File: config.mk
export PLATFORM = sky130hd
export DESIGN_NAME = pin_pulse_gen
export DESIGN_NICKNAME = d
export VERILOG_FILES = /design/src/rtl/pin_pkg.sv /design/src/rtl/pin_req_fifo.sv /design/src/rtl/pin_pulse_gen.sv
export SDC_FILE = /design/constraint.sdc
export NUM_CORES = 1
export LEC_CHECK = 0
export ABC_AREA = 1
export BUFFER_PORTS_ARGS = -buffer_cell sky130_fd_sc_hd__buf_2
export CAP_MARGIN = 25
export CORE_MARGIN = 2
export CORE_UTILIZATION = 59
export CTS_CLUSTER_DIAMETER = 100
export DETAILED_ROUTE_END_ITERATION = 12
export PLACE_DENSITY = 0.88
export SETUP_SLACK_MARGIN = 0.05
export SLEW_MARGIN = 20
export SYNTH_ARGS = -nofsm -noshare
export SYNTH_HDL_FRONTEND = slang
export SYNTH_SLANG_ARGS = --single-unit
File: constraint.sdc
create_clock -name clk300 -period 5.1 [get_ports clk300]
set_input_delay 0.51 -clock clk300 [delete_from_list [all_inputs] [get_ports clk300]]
set_output_delay 0.51 -clock clk300 [all_outputs]
set_load 0.02 [all_outputs]
File: src/rtl/pin_pkg.sv
// Shared constants and types for the pin pulse generation path.
package pin_pkg;

  localparam int SLOTS       = 8;
  localparam int PTIME_W     = 3;
  localparam int WIDTH_W_DEF = 8;

  // One queued pulse request; the FIFO stores requests in this {ptime, width} bit layout.
  typedef struct packed {
    logic [PTIME_W-1:0]     ptime;
    logic [WIDTH_W_DEF-1:0] width;
  } pulse_req_t;

  typedef enum logic [0:0] {
    IDLE   = 1'b0,
    ACTIVE = 1'b1
  } gen_state_t;

endpackage

File: src/rtl/pin_req_fifo.sv
// Small synchronous request FIFO; entries are {ptime, width} packed like pulse_req_t.
module pin_req_fifo
  import pin_pkg::*;
#(
  parameter int WIDTH_W    = 8,
  parameter int FIFO_DEPTH = 4
) (
  input  logic                       clk300,
  input  logic                       rst,
  input  logic                       push,
  input  logic                       pop,
  input  logic [PTIME_W+WIDTH_W-1:0] din,
  output logic                       full,
  output logic                       empty,
  output logic [PTIME_W+WIDTH_W-1:0] dout
);

  localparam int AW = $clog2(FIFO_DEPTH);
  localparam logic [AW:0] PTR_ONE = {{AW{1'b0}}, 1'b1};

  logic [PTIME_W+WIDTH_W-1:0] mem [FIFO_DEPTH];
  logic [AW:0] wptr;
  logic [AW:0] rptr;

  assign empty = (wptr == rptr);
  assign full  = (wptr[AW] != rptr[AW]) && (wptr[AW-1:0] == rptr[AW-1:0]);
  assign dout  = mem[rptr[AW-1:0]];

  // Storage array; contents need no reset because the pointers gate every read.
  always_ff @(posedge clk300) begin
    if (push && !full) begin
      mem[wptr[AW-1:0]] <= din;
    end
  end

  // Read/write pointers with an extra wrap bit to tell full from empty.
  always_ff @(posedge clk300) begin
    if (rst) begin
      wptr <= '0;
      rptr <= '0;
    end else begin
      if (push && !full) begin
        wptr <= wptr + PTR_ONE;
      end
      if (pop && !empty) begin
        rptr <= rptr + PTR_ONE;
      end
    end
  end

endmodule

File: src/rtl/pin_pulse_gen.sv
// Turns queued (ptime, width) pulse requests into 8-slot words for an 8:1 serializer.
module pin_pulse_gen
  import pin_pkg::*;
#(
  parameter int WIDTH_W    = 8,
  parameter int FIFO_DEPTH = 4
) (
  input  logic               clk300,
  input  logic               rst,
  input  logic               str_in,
  input  logic [PTIME_W-1:0] ptime_in,
  input  logic [WIDTH_W-1:0] width_in,
  output logic               ready,
  output logic [SLOTS-1:0]   ser_word,
  output logic               busy
);

  localparam int CALC_W = (WIDTH_W + 1 > 4) ? WIDTH_W + 1 : 4;
  localparam int REQ_W  = PTIME_W + WIDTH_W;
  localparam logic [SLOTS-1:0]  ALL_ONES = '1;
  localparam logic [CALC_W-1:0] SLOTS_C  = CALC_W'(SLOTS);

  logic               full;
  logic               empty;
  logic               pop;
  logic [REQ_W-1:0]   fifo_dout;

  // pend marks a request popped on the previous edge whose first word is built now
  logic               pend;
  logic [PTIME_W-1:0] req_ptime;
  logic [WIDTH_W-1:0] req_width;

  gen_state_t         state;
  gen_state_t         nxt_state;
  logic [CALC_W-1:0]  rem;
  logic [CALC_W-1:0]  nxt_rem;
  logic [CALC_W-1:0]  avail;
  logic [CALC_W-1:0]  req_w_ext;
  logic [CALC_W-1:0]  first_rem;
  logic [2:0]         tail_shift;
  logic [2:0]         last_shift;
  logic [SLOTS-1:0]   nxt_word;
  logic               out_busy;

  pin_req_fifo #(
    .WIDTH_W    (WIDTH_W),
    .FIFO_DEPTH (FIFO_DEPTH)
  ) u_fifo (
    .clk300 (clk300),
    .rst    (rst),
    .push   (str_in),
    .pop    (pop),
    .din    ({ptime_in, width_in}),
    .full   (full),
    .empty  (empty),
    .dout   (fifo_dout)
  );

  // Next word, remaining width and state: first word of a fresh pulse, or a continuation word.
  always_comb begin
    nxt_state  = IDLE;
    nxt_rem    = '0;
    nxt_word   = '0;
    req_w_ext  = CALC_W'(req_width);
    avail      = SLOTS_C - CALC_W'(req_ptime);
    first_rem  = req_w_ext - avail;
    tail_shift = 3'(avail - req_w_ext);
    last_shift = 3'(SLOTS_C - rem);
    if (pend) begin
      if (req_w_ext == '0) begin
        nxt_word = '0;
      end else if (req_w_ext > avail) begin
        nxt_word  = ALL_ONES << req_ptime;
        nxt_rem   = first_rem;
        nxt_state = ACTIVE;
      end else begin
        nxt_word = (ALL_ONES << req_ptime) & (ALL_ONES >> tail_shift);
      end
    end else if (state == ACTIVE) begin
      if (rem >= SLOTS_C) begin
        nxt_word  = ALL_ONES;
        nxt_rem   = rem - SLOTS_C;
        nxt_state = (rem == SLOTS_C) ? IDLE : ACTIVE;
      end else begin
        nxt_word = ALL_ONES >> last_shift;
      end
    end
  end

  // Fetch the next request whenever the word being registered now ends the current pulse.
  assign pop   = !empty && (nxt_state == IDLE);
  assign ready = !full;
  assign busy  = !empty || pend || out_busy || (state == ACTIVE);

  // Generator registers and the output word; reset abandons any pulse in flight.
  always_ff @(posedge clk300) begin
    if (rst) begin
      state     <= IDLE;
      rem       <= '0;
      pend      <= 1'b0;
      req_ptime <= '0;
      req_width <= '0;
      ser_word  <= '0;
      out_busy  <= 1'b0;
    end else begin
      state    <= nxt_state;
      rem      <= nxt_rem;
      ser_word <= nxt_word;
      out_busy <= pend || (state == ACTIVE);
      pend     <= pop;
      if (pop) begin
        {req_ptime, req_width} <= fifo_dout;
      end
    end
  end

endmodule
==> metrics.md <==
| Metric | Value |
|---|---|
| Outcome | `finished clean` |
| Final WL | `7240 um` |
| RSZ-0062 raised after global routing | `no` |
| CTS tree | `built` |
| Largest net degree at the start of global routing | `27` |
| Max_cap viols | `0` |
| Vias/cell | `5.410` |
| Setup repair bufs after CTS | `0` |
| Root Buffer | `clkbuf_8` |
| First-pass GRT wire length | `12390 um` |
| Min cycle time layout | `2.714 ns` |
| Port Buffers | `23` |
| Reg2Reg Capture Point | `u_fifo.wptr[2]$_SDFFE_PP0P_` |
| Number of synthesized flops with an enable pin | `44` |
| Core area | `6350 um^2` |
| Fmax | `368.4 MHz` |
| GRT Util Overall | `22.39%` |
| IO Count | `24` |
| Rows | `29` |
| Hold Crit Endpoint | `u_fifo.mem[1][7]$_DFFE_PP_` |
| # diodes | `0` |
| Final Skew | `0.008084 ns` |
| # H-tree levels | `3` |
| Worst-path maximum fanout | `26` |
| CTS clk-pin slew, worst paths | `0.08 ns` |
| Setup crit start | `u_fifo.rptr[0]$_SDFFE_PP0P_` |
| DRT Pass-1 Iters | `4` |
| Max-slew violations | `0` |
| Final setup viols | `0` |
| CP startpoint kind | `flop` |
| Worst-Margin Slew | `0.8640 ns` |
| Hold WC Path Type | `in -> reg` |
| Max IR drop VDD | `0.3686 mV` |
| Post-synth cell types | `37` |
| GRT overflow | `0` |
| Total power | `0.002631 W` |
| Pwr dens | `625.7 nW/um^2` |
| Syn avg cell area | `9.273 um^2` |
| Register area share after synthesis | `53.45%` |
| Die area | `7201 um^2` |
| Post-route cell area | `4204 um^2` |
| Routed Antenna Nets | `0` |
| Worst-skew pair later-pin latency | `0.37 ns` |
| Chip width | `84.86 um` |
| Hold Startpoint | `width_in[7]` |
| Clock sink count | `81` |
| Initial core utilization | `60.75%` |
| Layout fillers | `505` |
| Register area | `2062 um^2` |
| Min-Delay Path Depth | `1` |
| Crit Path Class | `reg -> out` |
| Kind of cell adding the most delay to the critical path | `flip-flops` |
| Crit path buf inv count | `2` |
| HPWL after DPL | `5460 um` |
| Share of cells above drive strength 1 | `13.12%` |
| GR Util met1 | `26.73%` |
| Initial antenna violation count | `0` |
| M2 GR Usage | `37.37%` |
| Area occupied by multi-input gates | `1562 um^2` |
| Initial DRC count | `146` |
| Gpl congestion | `0.8874` |
| CTS Buf Count | `9` |
| Leading cell types in the layout, fill and taps excluded | `nor2_1, nand2_1, edfxtp_1` |
| Worst R2R Path Depth | `8` |
| Lkg Pwr | `1.757 nW` |
| Yosys reg bits | `81` |
| Worst R2R Setup Slack | `2.41 ns` |
| Area after DPL | `3996 um^2` |
| Gr busiest metal | `met2` |
| Final Hold Vio Count | `0` |
| Mapped Area | `3857 um^2` |
| Mapped Cells | `416` |
| Critical path's slowest cell | `dfxtp_1` |
| CP most frequent cell | `nand2_1` |
| Final #Nets | `473` |
| Setup TNS Final | `0 ns` |
| YS warnings | `0` |
| Syn Nets | `452` |
| Top cells by area, synth | `edfxtp_1, dfxtp_1, nor2_1` |
| WL/cell | `13.95 um` |
| Critical-path cell list | `inv_2, nand2_1, a21oi_1, nand2_2, nor2_1, nand2_1, buf_2` |
| Post-synth ARST share | `0%` |
| Arrival time worst endpoint | `2.20 ns` |
| Via count | `2808` |
| Predominant post-synthesis flop cell | `edfxtp_1` |
| Drc violations | `0` |
| Worst r2r src | `u_fifo.rptr[0]$_SDFFE_PP0P_` |
| DIE HEIGHT | `84.86 um` |
| Worst setup EP type | `primary output` |
| # placed instances | `503` |
| Number of global-route vias before repair | `2757` |
| CP required | `4.59 ns` |
| Hold-fix buffers, CTS | `0` |
| Post_cts resized | `0` |
| GRT met3 Usage | `6.518%` |
| Synth top area share | `34.25%` |
| CP peak stage delay | `0.81 ns` |
| Area Overhead vs Synth | `8.985%` |
| Final cell count without fillers | `519` |
| CP Depth | `7` |
| Clock tree buffer depth | `2` |
| Synth area leader | `edfxtp_1` |
| Final worst-path cycle share | `53.22%` |
| Slew headroom | `42.19%` |
| Commonest non-fill, non-tap cell in the layout | `nor2_1` |
==> state kept, by name, indices dropped and copies added (netlist names) <==
| signal | count |
|---|---|
| u_fifo.mem | 44 |
| rem | 9 |
| req_width | 8 |
| ser_word | 8 |
| req_ptime | 3 |
| u_fifo.rptr | 3 |
| u_fifo.wptr | 3 |
| out_busy | 1 |
| pend | 1 |
| state | 1 |
==> through the flow <==
stage / worst slack (ns) / hold slack, ns / util (%)
after floorplan: 2.999 / 0.4517 / -
after detailed placement: 2.460 / 0.4793 / 62.94
after global routing: 2.075 / 0.3423 / 66.21
final: 2.386 / 0.3579 / 66.21
after CTS: 2.388 / 0.3372 / 66.21
after global placement: 2.637 / 0.4766 / 62.94
==> report_power, final <==
group	internal, W	total, W	switching [W]
logic	0.000440	0.00124	0.000803
clock network	0.000236	0.000484	0.000248
registers	0.000809	0.000902	0.0000936
==> logic make-up after synthesis <==
group                      Yosys count  synth area share [%]
buffers and inverters               56                 6.065
AOI/OAI and AO/OA                   72                 10.31
adders and majority gates           22                 7.525
DFF                                 81                 53.45
and+or+nand+nor                    177                 20.82
xor gates and xnor gates             8                 1.816
==> cell type report <==
type | instances | area share, %
repair buffers | 23 | 2.738
multi-input cells | 279 | 37.14
inverters | 43 | 3.839
clock inverters | 7 | 1.994
flip-flops and latches | 81 | 49.05
clock buffers | 9 | 2.946
well taps | 77 | 2.292
==> Yosys cell counts (2+ instances only) <==
library cell  number
ha_1              20
inv_2              3
nand4_1            8
o22ai_1           12
o21ai_0           27
or2_2              3
nand3_1           20
nand2_1           61
clkbuf_1           7
buf_6              2
inv_1             40
fa_1               2
xnor2_1            2
nor2_1            69
buf_4              2
nand4_2            2
nor3_1             2
nand3_4            2
xor2_1             6
nor2_4             2
dfxtp_1           37
o211ai_1           2
a21oi_1           26
nand2_2            3
edfxtp_1          44
==> per-layer routing <==
metal / vias up / share of wire [%]
met5: - / 0
met4: 0 / 2.9
met3: 21 / 4.9
met2: 76 / 49
met1: 1271 / 44
li1: 1440 / -
==> how the worst max path moves through the flow <==
stage / end / slack, ns
6_report: busy / 2.39
3_5_place_dp: u_fifo.mem[1][1]$_DFFE_PP_ / 2.46
4_1_cts: busy / 2.39
2_1_floorplan: rem[0]$_SDFFE_PP0P_ / 3.00
5_1_grt: u_fifo.wptr[2]$_SDFFE_PP0P_ / 2.07
3_3_place_gp: u_fifo.mem[3][1]$_DFFE_PP_ / 2.64
No activity file was read; power rests on OpenSTA's default activity.
